[src/rtl/imm_pkg.sv]
// imm_pkg: shared immediate-select codes, opcodes and the FIFO entry type
package imm_pkg;
  localparam int IMM_XLEN = 32;
  localparam logic [2:0] IMM_X = 3'd0;
  localparam logic [2:0] IMM_I = 3'd1;
  localparam logic [2:0] IMM_S = 3'd2;
  localparam logic [2:0] IMM_U = 3'd3;
  localparam logic [2:0] IMM_J = 3'd4;
  localparam logic [2:0] IMM_B = 3'd5;
  localparam logic [2:0] IMM_Z = 3'd6;
  localparam logic [6:0] OP_LUI    = 7'b0110111;
  localparam logic [6:0] OP_AUIPC  = 7'b0010111;
  localparam logic [6:0] OP_JAL    = 7'b1101111;
  localparam logic [6:0] OP_JALR   = 7'b1100111;
  localparam logic [6:0] OP_BRANCH = 7'b1100011;
  localparam logic [6:0] OP_STORE  = 7'b0100011;
  localparam logic [6:0] OP_LOAD   = 7'b0000011;
  localparam logic [6:0] OP_OPIMM  = 7'b0010011;
  localparam logic [6:0] OP_OP     = 7'b0110011;
  localparam logic [6:0] OP_SYSTEM = 7'b1110011;
  typedef struct packed {
    logic [IMM_XLEN-1:0] pc;
    logic [IMM_XLEN-1:0] inst;
    logic [2:0]          sel;
    logic [IMM_XLEN-1:0] imm;
    logic                illegal;
  } imm_entry_t;
endpackage

[src/rtl/imm_sel_decode.sv]
// imm_sel_decode: opcode/funct3 to immediate select and illegal flag; IMM_DECODE_ZIMM_EN enables the Z select
module imm_sel_decode
  import imm_pkg::*;
(
  input  logic [6:0] opcode,
  input  logic       funct3_msb,
  output logic [2:0] sel,
  output logic       illegal
);
  logic [2:0] sys_sel;
  logic       sys_ill;
`ifdef IMM_DECODE_ZIMM_EN
  assign sys_sel = funct3_msb ? IMM_Z : IMM_I;
  assign sys_ill = 1'b0;
`else
  assign sys_sel = funct3_msb ? IMM_X : IMM_I;
  assign sys_ill = funct3_msb;
`endif
  // map the major opcode onto an immediate format
  always_comb begin
    sel = (opcode == OP_LUI || opcode == OP_AUIPC) ? IMM_U :
          opcode == OP_JAL    ? IMM_J :
          opcode == OP_BRANCH ? IMM_B :
          opcode == OP_STORE  ? IMM_S :
          (opcode == OP_LOAD || opcode == OP_OPIMM || opcode == OP_JALR) ? IMM_I :
          opcode == OP_SYSTEM ? sys_sel : IMM_X;
    illegal = opcode == OP_SYSTEM ? sys_ill :
              !(opcode inside {OP_LUI, OP_AUIPC, OP_JAL, OP_BRANCH, OP_STORE,
                               OP_LOAD, OP_OPIMM, OP_JALR, OP_OP});
  end
endmodule

[src/rtl/imm_decode_ctrl.sv]
// imm_decode_ctrl: decode-stage immediate controller with a DEPTH-entry FIFO to execute; IMM_DECODE_ZIMM_EN enables Z immediates; XLEN must equal imm_pkg::IMM_XLEN
module imm_decode_ctrl
  import imm_pkg::*;
#(
  parameter int XLEN  = IMM_XLEN,
  parameter int DEPTH = 2,
  parameter int CNT_W = 16
) (
  input  logic             clock,
  input  logic             reset,
  input  logic             io_in_valid,
  output logic             io_in_ready,
  input  logic [XLEN-1:0]  io_in_inst,
  input  logic [XLEN-1:0]  io_in_pc,
  output logic             io_out_valid,
  input  logic             io_out_ready,
  output logic [XLEN-1:0]  io_out_inst,
  output logic [XLEN-1:0]  io_out_pc,
  output logic [2:0]       io_out_sel,
  output logic [XLEN-1:0]  io_out_imm,
  output logic             io_out_illegal,
  input  logic             io_flush,
  output logic [CNT_W-1:0] io_illegal_cnt
);
  localparam int PW = $clog2(DEPTH);
  localparam int CW = PW + 1;
  logic [31:0]      inst;
  logic [31:0]      i_imm;
  logic [31:0]      imm32;
  logic [2:0]       sel;
  logic             illegal;
  logic             enq;
  logic             deq;
  imm_entry_t       entry;
  imm_entry_t       head;
  imm_entry_t       mem_q [DEPTH];
  imm_entry_t       mem_d [DEPTH];
  logic [PW-1:0]    wr_ptr_q, wr_ptr_d, rd_ptr_q, rd_ptr_d;
  logic [CW-1:0]    count_q, count_d;
  logic [CNT_W-1:0] cnt_q, cnt_d;
  assign inst = io_in_inst[31:0];
  imm_sel_decode u_sel (
    .opcode     (inst[6:0]),
    .funct3_msb (inst[14]),
    .sel        (sel),
    .illegal    (illegal)
  );
  // assemble the immediate for the decoded select; disabled SYSTEM encodings carry a zero immediate
  always_comb begin
    i_imm = {{20{inst[31]}}, inst[31:20]};
    imm32 = sel == IMM_I ? i_imm :
            sel == IMM_S ? {{20{inst[31]}}, inst[31:25], inst[11:7]} :
            sel == IMM_B ? {{19{inst[31]}}, inst[31], inst[7], inst[30:25], inst[11:8], 1'b0} :
            sel == IMM_U ? {inst[31:12], 12'b0} :
            sel == IMM_J ? {{11{inst[31]}}, inst[31], inst[19:12], inst[20], inst[30:21], 1'b0} :
            sel == IMM_Z ? {27'b0, inst[19:15]} :
            (sel == IMM_X && !(illegal && inst[6:0] == OP_SYSTEM)) ? (i_imm & ~32'd1) : '0;
    entry = '{pc: io_in_pc, inst: io_in_inst, sel: sel, imm: XLEN'($signed(imm32)), illegal: illegal};
  end
  // FIFO bookkeeping; flush wins over both enqueue and dequeue
  always_comb begin
    io_in_ready = count_q != CW'(DEPTH);
    io_out_valid = count_q != '0;
    enq = io_in_valid && io_in_ready && !io_flush;
    deq = io_out_valid && io_out_ready && !io_flush;
    mem_d = mem_q;
    if (enq) mem_d[wr_ptr_q] = entry;
    wr_ptr_d = io_flush ? '0 : wr_ptr_q + PW'(enq);
    rd_ptr_d = io_flush ? '0 : rd_ptr_q + PW'(deq);
    count_d = io_flush ? '0 : count_q + CW'(enq) - CW'(deq);
    cnt_d = (enq && illegal && !(&cnt_q)) ? cnt_q + CNT_W'(1) : cnt_q;
  end
  // state registers with asynchronous active-low clear
  always_ff @(posedge clock or negedge reset) begin
    if (!reset) begin
      for (int i = 0; i < DEPTH; i++) mem_q[i] <= '0;
      wr_ptr_q <= '0;
      rd_ptr_q <= '0;
      count_q <= '0;
      cnt_q <= '0;
    end else begin
      mem_q <= mem_d;
      wr_ptr_q <= wr_ptr_d;
      rd_ptr_q <= rd_ptr_d;
      count_q <= count_d;
      cnt_q <= cnt_d;
    end
  end
  assign head = mem_q[rd_ptr_q];
  assign io_out_inst = head.inst;
  assign io_out_pc = head.pc;
  assign io_out_sel = head.sel;
  assign io_out_imm = head.imm;
  assign io_out_illegal = head.illegal;
  assign io_illegal_cnt = cnt_q;
endmodule

[config.mk]
export PLATFORM = sky130hd
export DESIGN_NAME = imm_decode_ctrl
export DESIGN_NICKNAME = d
export VERILOG_FILES = /design/src/rtl/imm_pkg.sv /design/src/rtl/imm_sel_decode.sv /design/src/rtl/imm_decode_ctrl.sv
export SDC_FILE = /design/constraint.sdc
export NUM_CORES = 1
export LEC_CHECK = 0
export ABC_AREA = 1
export ABC_CLOCK_PERIOD_IN_PS = 2300
export BUFFER_PORTS_ARGS = -buffer_cell sky130_fd_sc_hd__buf_2
export CORE_MARGIN = 3
export CORE_UTILIZATION = 47
export CTS_CLUSTER_SIZE = 10
export DETAILED_ROUTE_END_ITERATION = 6
export MAX_ROUTING_LAYER = met4
export PLACE_DENSITY = 0.72
export SLEW_MARGIN = 20
export SYNTH_ARGS = -nofsm -noshare
export SYNTH_HDL_FRONTEND = slang
export SYNTH_HIERARCHICAL = 1
export SYNTH_SLANG_ARGS = --single-unit
[constraint.sdc]
create_clock -name clock -period 2.3 [get_ports clock]
set_input_delay 0.345 -clock clock [delete_from_list [all_inputs] [get_ports clock]]
set_output_delay 0.345 -clock clock [all_outputs]
set_load 0.02 [all_outputs]
## Yosys cells after proc, flatten, opt, wreduce, memory -nomap -nowiden

Cells that the tools add are included.

| word-level totals | value |
|---|---|
| ROM bits | 0 |
| memories | 0 |
| bits in writable memories | 0 |
| latch bits | 0 |
| output and inout port bits | 118 |
| bits of input ports | 69 |
| bits in registers | 220 |
| word-level logic and storage cells | 85 |

| operators by class | value |
|---|---|
| shift operators | 0 |
| $add $sub $neg | 5 |
| magnitude comparators | 3 |
| multiply operators | 0 |
| multiplexer cells | 24 |
| reductions and logical operators | 20 |
| divide/modulo/power cells | 0 |
| equal/unequal tests | 17 |
| bitwise logic cells | 2 |

Operator list:

| cell | count |
|---|---|
| 2-to-1 mux 100 bit | 4 |
| 2-to-1 mux 32 bit | 7 |
| bitwise mux 200 bit | 1 |
| demux 100 bit (select 1 bit) | 1 |
| equality test 7 bit (second input constant) | 4 |
| equality test 7 x 6 -> 1 bit (second input constant) | 3 |
| 2-to-1 mux 3 bit | 6 |
| adder 16 x 1 -> 16 bit (second input constant) | 1 |
| AND reduction 16 bit | 1 |
| equality test 7 x 5 -> 1 bit (second input constant) | 2 |
| equality test 3 bit (second input constant) | 3 |
| logical AND 1 bit | 9 |
| nonzero test 9 bit | 1 |
| equality test 7 x 2 -> 1 bit (second input constant) | 1 |
| equality test 3 x 2 -> 1 bit (second input constant) | 2 |
| greater-or-equal comparator 2 bit (second input constant) | 2 |
| logical NOT 1 bit | 4 |
| 2-to-1 mux 1 bit | 4 |
| inverter 1 -> 2 bit | 2 |
| equality test 3 x 1 -> 1 bit (second input constant) | 1 |
| logical NOT 3 bit | 1 |
| logical OR 1 bit | 3 |
| adder 1 bit | 2 |
| adder 2 x 1 -> 2 bit | 1 |
| 5 further kinds | 5 |

## Logic depth before layout (Yosys ltp)

Gate-level depths: netlist (run 1).

| logic depth | value |
|---|---|
| word-level depth | 18 |
| mapped depth | 18 |
| mapped depth without buffers | 17 |

## Modules after synthesis

Netlist (run 1), hierarchy kept.

Modules (own cells, without submodules):

| module | cells an instance | area an instance (um^2) | times used | sequential area each (um^2) |
|---|---|---|---|---|
| imm_decode_ctrl | 1353 | 10433.8 | 1 | 5505.3 |
| imm_sel_decode | 39 | 178.9 | 1 | 0.0 |

## Least setup slack after synthesis (run 1)

No wires, ideal clock.

| timing | value |
|---|---|
| path type | input port to flip-flop |
| start | in io_in_inst[0] |
| end | reg mem_q[23] (netlist bit) |
| stages on the path | 17 |
| buffers on the path | 1 |
| library setup time | 0.117 ns |
| path slack | 0.413 ns |
| arrival time | 1.771 ns |
| required time | 2.183 ns |
| cell sequence | nand2_1 -> nor2_1 -> nand2_2 -> nand2_2 -> nor2_1 -> nand2_1 -> nand2_1 -> nand2_1 -> nor2_1 -> nand2_1 -> nand2_2 -> nand2_2 -> nand2_2 -> buf_6 -> nand3_2 -> nand2_1 -> nand2_1 |

| between the ends | value |
|---|---|
| word-level cells in the longest chain between the ends | 18 |
| elaborated cells between the ends (all ways) | 40 |
| those cells by class | eq/ne (16); mux (15); reduce/logical (9) |

RTL lines:

| item | RTL line | source |
|---|---|---|
| start, declared | imm_decode_ctrl.sv:13 | `input logic [XLEN-1:0] io_in_inst,` |
| equality test 7 x 2 -> 1 bit / equality test 7 x 5 -> 1 bit (equally long branches) | imm_sel_decode.sv:25 | `(opcode == OP_LOAD \|\| opcode == OP_OPIMM \|\| opcode == OP_JALR) ? IMM_I :` |
| logical OR 1 bit (2 in a row) | imm_sel_decode.sv:25 |  |
| 2-to-1 mux 3 bit | imm_sel_decode.sv:25 |  |
| 2-to-1 mux 3 bit | imm_sel_decode.sv:24 | `opcode == OP_STORE ? IMM_S :` |
| 2-to-1 mux 3 bit | imm_sel_decode.sv:23 | `opcode == OP_BRANCH ? IMM_B :` |
| 2-to-1 mux 3 bit | imm_sel_decode.sv:22 | `opcode == OP_JAL ? IMM_J :` |
| 2-to-1 mux 3 bit * | imm_sel_decode.sv:21 | `sel = (opcode == OP_LUI \|\| opcode == OP_AUIPC) ? IMM_U :` |
| via sel[2] | imm_decode_ctrl.sv:30 | `logic [2:0] sel;` |
| (+2 left out) | n/a |  |
| 2-to-1 mux 32 bit | imm_decode_ctrl.sv:57 | `(sel == IMM_X && !(illegal && inst[6:0] == OP_SYSTEM)) ? (i_imm & ~32'd1) : '0;` |
| 2-to-1 mux 32 bit | imm_decode_ctrl.sv:56 | `sel == IMM_Z ? {27'b0, inst[19:15]} :` |
| 2-to-1 mux 32 bit | imm_decode_ctrl.sv:55 | `sel == IMM_J ? {{11{inst[31]}}, inst[31], inst[19:12], inst[20], inst[30:21], 1'b0} :` |
| 2-to-1 mux 32 bit | imm_decode_ctrl.sv:54 | `sel == IMM_U ? {inst[31:12], 12'b0} :` |
| 2-to-1 mux 32 bit | imm_decode_ctrl.sv:53 | `sel == IMM_B ? {{19{inst[31]}}, inst[31], inst[7], inst[30:25], inst[11:8], 1'b0} :` |
| 2-to-1 mux 32 bit | imm_decode_ctrl.sv:52 | `sel == IMM_S ? {{20{inst[31]}}, inst[31:25], inst[11:7]} :` |
| 2-to-1 mux 32 bit * | imm_decode_ctrl.sv:51 | `imm32 = sel == IMM_I ? i_imm :` |
| bitwise mux 200 bit * | imm_decode_ctrl.sv:67 | `if (enq) mem_d[wr_ptr_q] = entry;` |
| end signal, assigned | imm_decode_ctrl.sv:82 | `mem_q <= mem_d;` |
| end, declared | imm_decode_ctrl.sv:36 | `imm_entry_t mem_q [DEPTH];` |

The timed path passes the listed nets; every way through them passes the cells marked *.
A chain may end at the register's enable or synchronous reset.

## Worst setup path in the final report (run 1)

| timing | value |
|---|---|
| start | reg rd_ptr_q |
| end | out io_out_illegal |

| between the ends | value |
|---|---|
| word-level cells in the longest chain between the ends | 4 |

RTL lines:

| item | RTL line | source |
|---|---|---|
| start, declared | imm_decode_ctrl.sv:38 | `logic [PW-1:0] wr_ptr_q, wr_ptr_d, rd_ptr_q, rd_ptr_d;` |
| start signal, assigned | imm_decode_ctrl.sv:84 | `rd_ptr_q <= rd_ptr_d;` |
| inverter 1 -> 2 bit (not written as such) | imm_decode_ctrl.sv:89 | `assign head = mem_q[rd_ptr_q];` |
| 2-to-1 mux 100 bit (not written as such) (3 in a row) | imm_decode_ctrl.sv:89 |  |
| end, declared | imm_decode_ctrl.sv:21 | `output logic io_out_illegal,` |

Every way passes these cells. The select of a mux whose other input is x is not followed.

==> impl_metrics.ini, run 1 <==
[logic_synthesis]
ys_types = 32
syn_area_mm2 = 0.0106
synth.area.top_cells = dfrtp_1 (52%), nand2_1 (22%), o21ai_0 (8.6%)
seq_area_frac_synth = 0.519
synth_edf_count = 0
ys_seq_elements = 220
syn_inst = 1392
synth_nets = 1466
yosysTopAreaCell = dfrtp_1
ys.flop_type = dfrtp_1
syn_avg_cell_area_um2 = 7.62
synth_top_area_share = 0.519
async_reset_ff_frac = 1.00
yosysWarnings = 6

[timing]
hold_viol_final = 0
maxSlewViolCount = 0
fin_crit_sh = 0.960
rsz0062_at_grt = no
relSlewSlack = 0.639
tightest_slew_ns = 0.542
fmax_ghz = 0.453
setup_tns_ns = 0
setup_viol = 0
finalClockSkew_ns = 0.00843
min_period_ns = 2.21

[clock_network]
clock_latency_ns = 0.52
numCtsBuffers = 26
cts_tree = done
path_clk_slew_ns = 0.06
cts-root-buf = clkbuf_16
htreeDepth = 1
clock_sinks = 220
clk_path_buf_depth = 3

[hold_path]
hold_path_class = input port to flip-flop
min_from = io_in_pc[27]
hold-path-endpoint = mem_q[95]$_DFFE_PN0P_
hold_depth = 3

[setup_path]
r2r_start = count_q[1]$_DFF_PN0_
r2r_slack_ns = 0.30
timing.critical_path.buf_inv = 2
critPathLaunchType = flip-flop
criticalPathCategory = flip-flop to primary output
crit_slowest_cell = dfrtp_4
worstPathRequired_ns = 1.96
crit_family = flip-flops
slowest_delay_ns = 0.57
crit_path_end_kind = primary output
cp.arrival_ns = 1.86
cp_cell_sequence = buf_12, o21ai_0, buf_2
path_max_fanout = 33
r2r_cells = 10
r2r_end = mem_q[110]$_DFFE_PN0P_

[routing]
vias = 9374
finalWirelength_mm = 28.1
drt_pass1_iterations = 6
drt_iter0_markers = 618
viasPerCell = 5.04
drc = 0
wire_per_inst_um = 15.1
detail-route-antenna-nets = 0

[grt]
grt_util_all_layers = 0.233
grt_pass1_wl_mm = 45.2
grt_pass1_vias = 8969
grt_overflow = 0
grt_antenna_before_repair = 1
grt_max_degree = 106

[final_layout]
nNetsFinal = 1644
final_cell_mix = nand2_1 (620), dfrtp_1 (219), buf_2 (185)
area_growth_pct = 20.1
final_common_cell = nand2_1
layout-drive-gt1-share = 0.188

[power_and_ir_drop]
p_int_uw = 8880
peakVddDrop_mv = 0.565
p_switching_uw = 5240
p_total_uw = 14100
p_leak_uw = 0.00669
p_clk_frac = 0.255
pwr-share-seq = 0.423
p_per_area_mw_per_mm2 = 1110
pwr-share-comb = 0.322
p_sw_frac = 0.371

[die]
design.core.area_mm2 = 0.0220
die_w_um = 156
std_cell_rows = 54
die_h_um = 156
die_area_mm2 = 0.0244
start_util = 0.482
num_io_pins = 187

[outcome]
status = finished, final reports clean

[placement]
place_congestion = 0.900
place_hpwl_mm = 19.2
port-buffer-count = 186

[run]
cap_viol_max_count = 0
## worst max path at each step
stage | startpoint | to | cells past startpoint
2_1_floorplan | io_in_inst[0] | mem_q[23]$_DFFE_PN0P_ | 17
3_3_place_gp | io_in_inst[2] | io_illegal_cnt[5]$_DFFE_PN0P_ | 10
3_5_place_dp | io_in_inst[2] | io_illegal_cnt[5]$_DFFE_PN0P_ | 10
4_1_cts | rd_ptr_q$_DFF_PN0_ | io_out_inst[12] | 3
5_1_grt | rd_ptr_q$_DFF_PN0_ | io_out_imm[16] | 3
6_report | rd_ptr_q$_DFF_PN0_ | io_out_illegal | 3
## Yosys cell counts (8+ instances only)
library cell  number
a21oi_1           13
buf_2             13
clkbuf_1          46
dfrtp_1          220
inv_1            132
nand2_1          620
nand2_2           11
nand3_1           29
nand3_2           14
nand4_1            8
nor2_1            35
o21ai_0          183
xor2_1             9
## logic make-up (layout without fill, tap and decap cells)
logic type	after synthesis	in the layout	synth area share
AO/OA/AOI/OAI	207	207	0.101
AND/OR/NAND/NOR	735	735	0.284
adder cells (fa/ha/maj)	5	5	0.00589
buffers and inverters	209	394	0.0772
other	0	3	0
flip-flops	220	220	0.519
XOR/XNOR	16	16	0.0132
## sequential cells by signal, summed over array words and instances (netlist names)
register,flops
count_q,2
io_illegal_cnt,16
rd_ptr_q,1
wr_ptr_q,1
mem_q,200
## power groups by stage
| stage | logic (µW) | registers (µW) | clock network (µW) |
|---|---|---|---|
| 6_report | 4550 | 5980 | 3600 |
| 5_1_grt | 5110 | 6150 | 3850 |
| 4_1_cts | 4600 | 5980 | 3680 |
| 3_5_place_dp | 4560 | 6030 | 0 |
| 3_3_place_gp | 4460 | 5980 | 0 |
| 2_1_floorplan | 3000 | 5930 | 0 |
## layer usage
layer  vias up  GRT usage  part of all wire
li1       4652          -                 -
met1      4360      0.306              0.44
met2       314      0.380              0.48
met3        48     0.0360             0.059
met4         0     0.0600             0.023
met5         -          -                 0
## what timing repair did
item | CTS | global route
setup endpoints to repair | 20 | 1
gates resized for setup | 2 | 1
hold buffers | 1 | 0
buffers inserted | 1 | 1
endpoints found under the hold margin | 58 | 0
## final cells by class
cell class	instances	area [µm²]
fill	2091	9280
clock buffer	34	702
multi-input combinational	963	4310
inverter	142	536
sequential	220	5510
antenna	3	7.51
clock inverter	1	5.00
tap	280	350
timing repair buffer	217	1320
## per-stage QoR
step | worst slack [ns] | cell area [µm²] | instances | util | hold WS (ns)
global placement | 0.103 | 12000 | 1819 | 0.545 | 0.346
detailed placement | 0.0673 | 12000 | 1819 | 0.545 | 0.349
global route | 0.0343 | 12700 | 1858 | 0.578 | 0.0313
CTS | 0.0248 | 12700 | 1856 | 0.578 | 0.0140
floorplan | 0.413 | 10600 | 1392 | - | 0.0494
finish | 0.0918 | 12700 | 1860 | 0.579 | 0.0438
## worst reg2reg max path, cell delays in order (launching register included)
cell and delay (ns):
dfrtp_1 0.39, inv_1 0.08, nor2_1 0.09, nor2_1 0.36, ha_4 0.25, clkinv_1 0.06, buf_4 0.25, nor2_1 0.24
a21oi_1 0.07, nand2_1 0.08, inv_1 0.04
No activity file was read; power rests on OpenSTA's default activity.
==> run 2: changes to the inputs <==
- ABC_CLOCK_PERIOD_IN_PS: 2300 -> 1950
- PLACE_DENSITY: 0.72 -> 0.75
- clock period: 2.3 -> 1.95 ns (I/O delays scaled with it)
==> impl_metrics.ini, run 2 (synthesis gave the netlist of run 1 again) <==
[outcome]
status = finished, violations left
violations = negative setup slack

[timing]
relSlewSlack = 0.673
tightest_slew_ns = 0.489
hold_viol_final = 0
min_period_ns = 2.09
fin_crit_sh = 1.07
maxSlewViolCount = 0
finalClockSkew_ns = 0.0108
fmax_ghz = 0.479
hold_slack_ns = 0.0266
setup_viol = 100
rsz0062_at_grt = yes
finalWorstSetupSlack_ns = -0.136

[die]
die_h_um = 156
design.core.area_mm2 = 0.0220
std_cell_rows = 54
start_util = 0.482
die_area_mm2 = 0.0244
die_w_um = 156
num_io_pins = 187

[clock_network]
cts_tree = done
clk_path_buf_depth = 3
htreeDepth = 1
numCtsBuffers = 27
clock_latency_ns = 0.52
cts-root-buf = clkbuf_16
clock_sinks = 220
path_clk_slew_ns = 0.06

[placement]
place_hpwl_mm = 19.5
place_congestion = 0.867
port-buffer-count = 186

[grt]
use_met1 = 0.319
grt_pass1_wl_mm = 48.5
grt_overflow = 0
use_met2 = 0.416
grt_antenna_before_repair = 1
grt_util_all_layers = 0.250
grt_pass1_vias = 9530
grt_max_degree = 58
use_met3 = 0.0395
grt-busiest-layer = met2

[final_layout]
final_core_util = 0.674
largest_register_ffs = 200
final_cell_mix = nand2_1 (560), dfrtp_1 (219), inv_1 (132)
area_growth_pct = 39.8
layout-drive-gt1-share = 0.278
top_register = mem_q
final_common_cell = nand2_1
nNetsFinal = 1715

[setup_path]
path_max_fanout = 27
critPathLaunchType = flip-flop
worstPathRequired_ns = 1.66
criticalPathCategory = flip-flop to primary output
crit_path_end_kind = primary output
cp.arrival_ns = 1.79

[routing]
vias = 10200
wire_per_inst_um = 16.9
drt_pass1_iterations = 5
detail-route-antenna-nets = 0
finalWirelength_mm = 32.7
drc = 0
viasPerCell = 5.26
drt_iter0_markers = 709

[power_and_ir_drop]
p_leak_uw = 0.00755
p_per_area_mw_per_mm2 = 1300
peakVddDrop_mv = 0.829

[run]
cap_viol_max_count = 0

[hold_path]
hold_path_class = input port to flip-flop
==> run 2: cell count changes in the layout (fill, tap and decap cells not counted), sizes merged <==
cell,previous run,this run
inv,139,142
diode,3,2
clkbuf,34,39
buf,216,246
dlygate4sd3,1,36
clkinv,4,3
==> run 2: worst paths after layout <==
path,endpoint,depth (start not counted),slack [ns],from
max,io_out_pc[23],4,-0.14,rd_ptr_q$_DFF_PN0_
min,mem_q[79]$_DFFE_PN0P_,3,0.03,io_in_pc[11]
max reg2reg,mem_q[6]$_DFFE_PN0P_,7,0.20,count_q[1]$_DFF_PN0_
min reg2reg,mem_q[49]$_DFFE_PN0P_,2,0.47,mem_q[49]$_DFFE_PN0P_
max in group asynchronous,io_illegal_cnt[13]$_DFFE_PN0P_,3,1.03,reset
min in group asynchronous,mem_q[177]$_DFFE_PN0P_,2,0.30,reset
==> run 2: power breakdown <==
| group | switching, µW | internal, µW | total (µW) | leakage, µW |
|---|---|---|---|---|
| Sequential | 962 | 6220 | 7180 | 0.00276 |
| Clock | 1840 | 2590 | 4440 | 0.000372 |
| Combinational | 4410 | 3240 | 7650 | 0.00442 |
| Total | 7220 | 12100 | 19300 | 0.00755 |
==> run 2: layout make-up <==
cell class	count	area, µm²
Tap cell	280	350
Clock inverter	3	22.5
Sequential cell	220	5510
Timing Repair Buffer	287	2750
Fill cell	1767	7190
Clock buffer	34	732
Inverter	142	539
Antenna cell	2	5.00
Multi-Input combinational cell	963	4930
==> run 2: worst max-delay path, cell delays in order, from the launching register on <==
cell	delay, ns
dfrtp_4	0.50
buf_12	0.16
clkbuf_16	0.22
o21ai_1	0.21
buf_4	0.18
==> run 2: metal layers <==
layer,vias up,share of wire
met5,-,0
met4,0,0.025
met3,65,0.072
met2,402,0.50
met1,4875,0.40
li1,4814,-
==> run 2: stage by stage <==
| stage | setup slack (ns) | area (µm²) | TNS, ns | power (µW) | std cells |
|---|---|---|---|---|---|
| 6_report | -0.136 | 14800 | -6.49 | 19300 | 1931 |
| 5_1_grt | -0.174 | 14800 | -10.36 | 20300 | 1930 |
| 4_1_cts | -0.103 | 13800 | -6.02 | 17900 | 1919 |
| 3_5_place_dp | -0.200 | 12200 | -9.17 | 12500 | 1838 |
| 3_3_place_gp | -0.0891 | 12200 | -3.23 | 12400 | 1838 |
| 2_1_floorplan | 0.115 | 10600 | 0 | 10500 | 1392 |
==> run 2: repair_timing <==
item,in CTS,in global routing
gates resized for setup,178,246
hold buffers,36,0
pin swaps,10,12
buffers inserted,3,3
endpoints found under the hold margin,112,0
endpoints found under the setup margin,70,111
cloned,5,7
==> run 3: changes to the inputs <==
- ABC_AREA: 1 -> 0
- CELL_PAD_IN_SITES_DETAIL_PLACEMENT: unset -> 0
- CELL_PAD_IN_SITES_GLOBAL_PLACEMENT: unset -> 2
- CORE_UTILIZATION: 47 -> 34
- PLACE_DENSITY: 0.75 -> 0.79
==> impl_metrics.ini, run 3 <==
[final_layout]
largest_register_ffs = 200
layout-drive-gt1-share = 0.515
final_common_cell = mux2_2
stdcell_count = 1464
area_growth_pct = 31.5
top_register = mem_q
nNetsFinal = 1146
final_cell_mix = mux2_2 (221), dfrtp_1 (219), buf_2 (165)

[clock_network]
cts_tree = done
clock_latency_ns = 0.51
clock_sinks = 220
path_clk_slew_ns = 0.06
cts-root-buf = clkbuf_16
numCtsBuffers = 26
htreeDepth = 1
clk_path_buf_depth = 3

[logic_synthesis]
ys_seq_elements = 220
async_reset_ff_frac = 1.00
seq_area_frac_synth = 0.538
synth_nets = 875
synth_top_area_share = 0.538
syn_inst = 801
ys_types = 59
syn_avg_cell_area_um2 = 12.8
ys_top_cells_by_count = mux2_2 (225), dfrtp_1 (220), nor2_1 (33)
synth_edf_count = 0
yosysWarnings = 6
synth.area.top_cells = dfrtp_1 (54%), mux2_2 (25%), o22a_1 (1.9%)
yosysTopAreaCell = dfrtp_1
yosysMostFrequentCell = mux2_2
ys.flop_type = dfrtp_1
syn_area_mm2 = 0.0102

[timing]
relSlewSlack = 0.603
rsz0062_at_grt = yes
hold_slack_ns = 0.0293
min_period_ns = 2.11
fin_crit_sh = 1.08
maxSlewViolCount = 0
finalWorstSetupSlack_ns = -0.158
hold_viol_final = 0
setup_viol = 95
tightest_slew_ns = 0.594
fmax_ghz = 0.474
finalClockSkew_ns = 0.00379

[die]
die_area_mm2 = 0.0322
start_util = 0.351
std_cell_rows = 62
die_w_um = 179
num_io_pins = 187
die_h_um = 179
design.core.area_mm2 = 0.0292

[setup_path]
critPathCapture = io_out_pc[8]
slowest_delay_ns = 0.45
path_max_fanout = 9
worstPathRequired_ns = 1.66
cp_cell_sequence = buf_4, clkbuf_16, mux2_2, buf_2
r2r_slack_ns = 0.15
r2r_cells = 5
cp-startpoint = rd_ptr_q$_DFF_PN0_
criticalPathCategory = flip-flop to primary output
critPathLaunchType = flip-flop
cp.arrival_ns = 1.82
crit_path_end_kind = primary output
r2r_start = count_q[1]$_DFF_PN0_
r2r_end = mem_q[128]$_DFFE_PN0P_
crit_slowest_cell = dfrtp_4

[placement]
pre_cts_ws_ns = -0.392
port-buffer-count = 186
place_hpwl_mm = 17.8
place_congestion = 0.787
dp_cells = 1396

[routing]
detail-route-antenna-nets = 0
viasPerCell = 4.93
finalWirelength_mm = 25.6
drt_pass1_iterations = 4
wire_per_inst_um = 17.5
drt_iter0_markers = 305
vias = 7214
drc = 0

[grt]
grt_pass1_vias = 7701
grt_overflow = 0
grt_antenna_before_repair = 1
grt_pass1_wl_mm = 41.9
grt_util_all_layers = 0.161
grt_max_degree = 53

[power_and_ir_drop]
p_per_area_mw_per_mm2 = 1330
peakVddDrop_mv = 0.875
p_leak_uw = 0.00594
p_total_uw = 17900

[run]
cap_viol_max_count = 0

[outcome]
status = finished, violations left
violations = negative setup slack

[hold_path]
hold_path_class = input port to flip-flop
hold_depth = 2
[run 3: cell count changes in the layout (fill, tap and decap cells not counted), moves of 25 or more]
cell,previous run,this run
buf_2,86,165
buf_6,67,7
inv_1,132,29
mux2_2,0,221
nand2_1,560,22
nand2_2,60,1
o21ai_0,99,17
o21ai_2,41,4
o21ai_4,26,1
[run 3: worst min-delay path by stage]
stage	start	to	slack, ns
5_1_grt	io_in_pc[17]	mem_q[185]$_DFFE_PN0P_	0.001
3_5_place_dp	reset	mem_q[152]$_DFFE_PN0P_	0.24
2_1_floorplan	reset	count_q[0]$_DFF_PN0_	-0.003
3_3_place_gp	reset	mem_q[54]$_DFFE_PN0P_	0.24
4_1_cts	io_in_pc[17]	mem_q[85]$_DFFE_PN0P_	0.0004
6_report	io_in_pc[17]	mem_q[85]$_DFFE_PN0P_	0.03
[run 3: power breakdown]
part           leakage, µW  switching (µW)  internal, µW
Sequential         0.00262             851          6300
Clock             0.000356            1760          2530
Combinational      0.00297            3250          3230
Total              0.00594            5850         12100
[run 3: metal layers]
layer,routed length (µm),up-vias,track usage
li1,-,3444,-
met1,11700,3583,0.211
met3,1550,32,0.0420
met4,435,0,0.0285
met2,11900,155,0.255
met5,0,-,-
[run 3: through the flow]
| stage | util | area [µm²] | TNS (ns) |
|---|---|---|---|
| after CTS | 0.459 | 13400 | -14.38 |
| after floorplan | - | 10300 | -4.35 |
| after global routing | 0.461 | 13500 | -17.93 |
| final | 0.461 | 13500 | -10.56 |
| after detailed placement | 0.420 | 12200 | -21.46 |
| after global placement | 0.420 | 12200 | -19.68 |
[run 3: what timing repair did]
action | CTS | global route
setup endpoints to repair | 99 | 100
hold endpoints to repair | 90 | 0
setup buffers | 2 | 0
gates cloned | 1 | 2
pin swaps | 0 | 0
resized for setup | 43 | 5
hold buffers | 27 | 0
[run 3: cells by family after synthesis]
group                      after synthesis  share of synthesized area
muxes                                  234                      0.257
DFF                                    220                      0.538
and+or+nand+nor                        135                     0.0730
AOI/OAI and AO/OA                      113                     0.0789
buffers and inverters                   78                     0.0334
xor gates and xnor gates                16                     0.0137
adders and majority gates                5                    0.00611
[run 3: worst max-delay path, delay by kind of cell (launching register included)]
kind                   cells  cell delay (ns)
buffers and inverters      3             0.52
DFF                        1             0.45
muxes                      1             0.33
[run 3: cell type report]
class	instances	area, µm²
Fill cell	2760	15700
Sequential cell	220	5510
Multi-Input combinational cell	503	4490
Timing Repair Buffer	292	2140
Clock buffer	33	718
Tap cell	384	480
Inverter	29	109
Clock inverter	1	5.00
Antenna cell	2	5.00
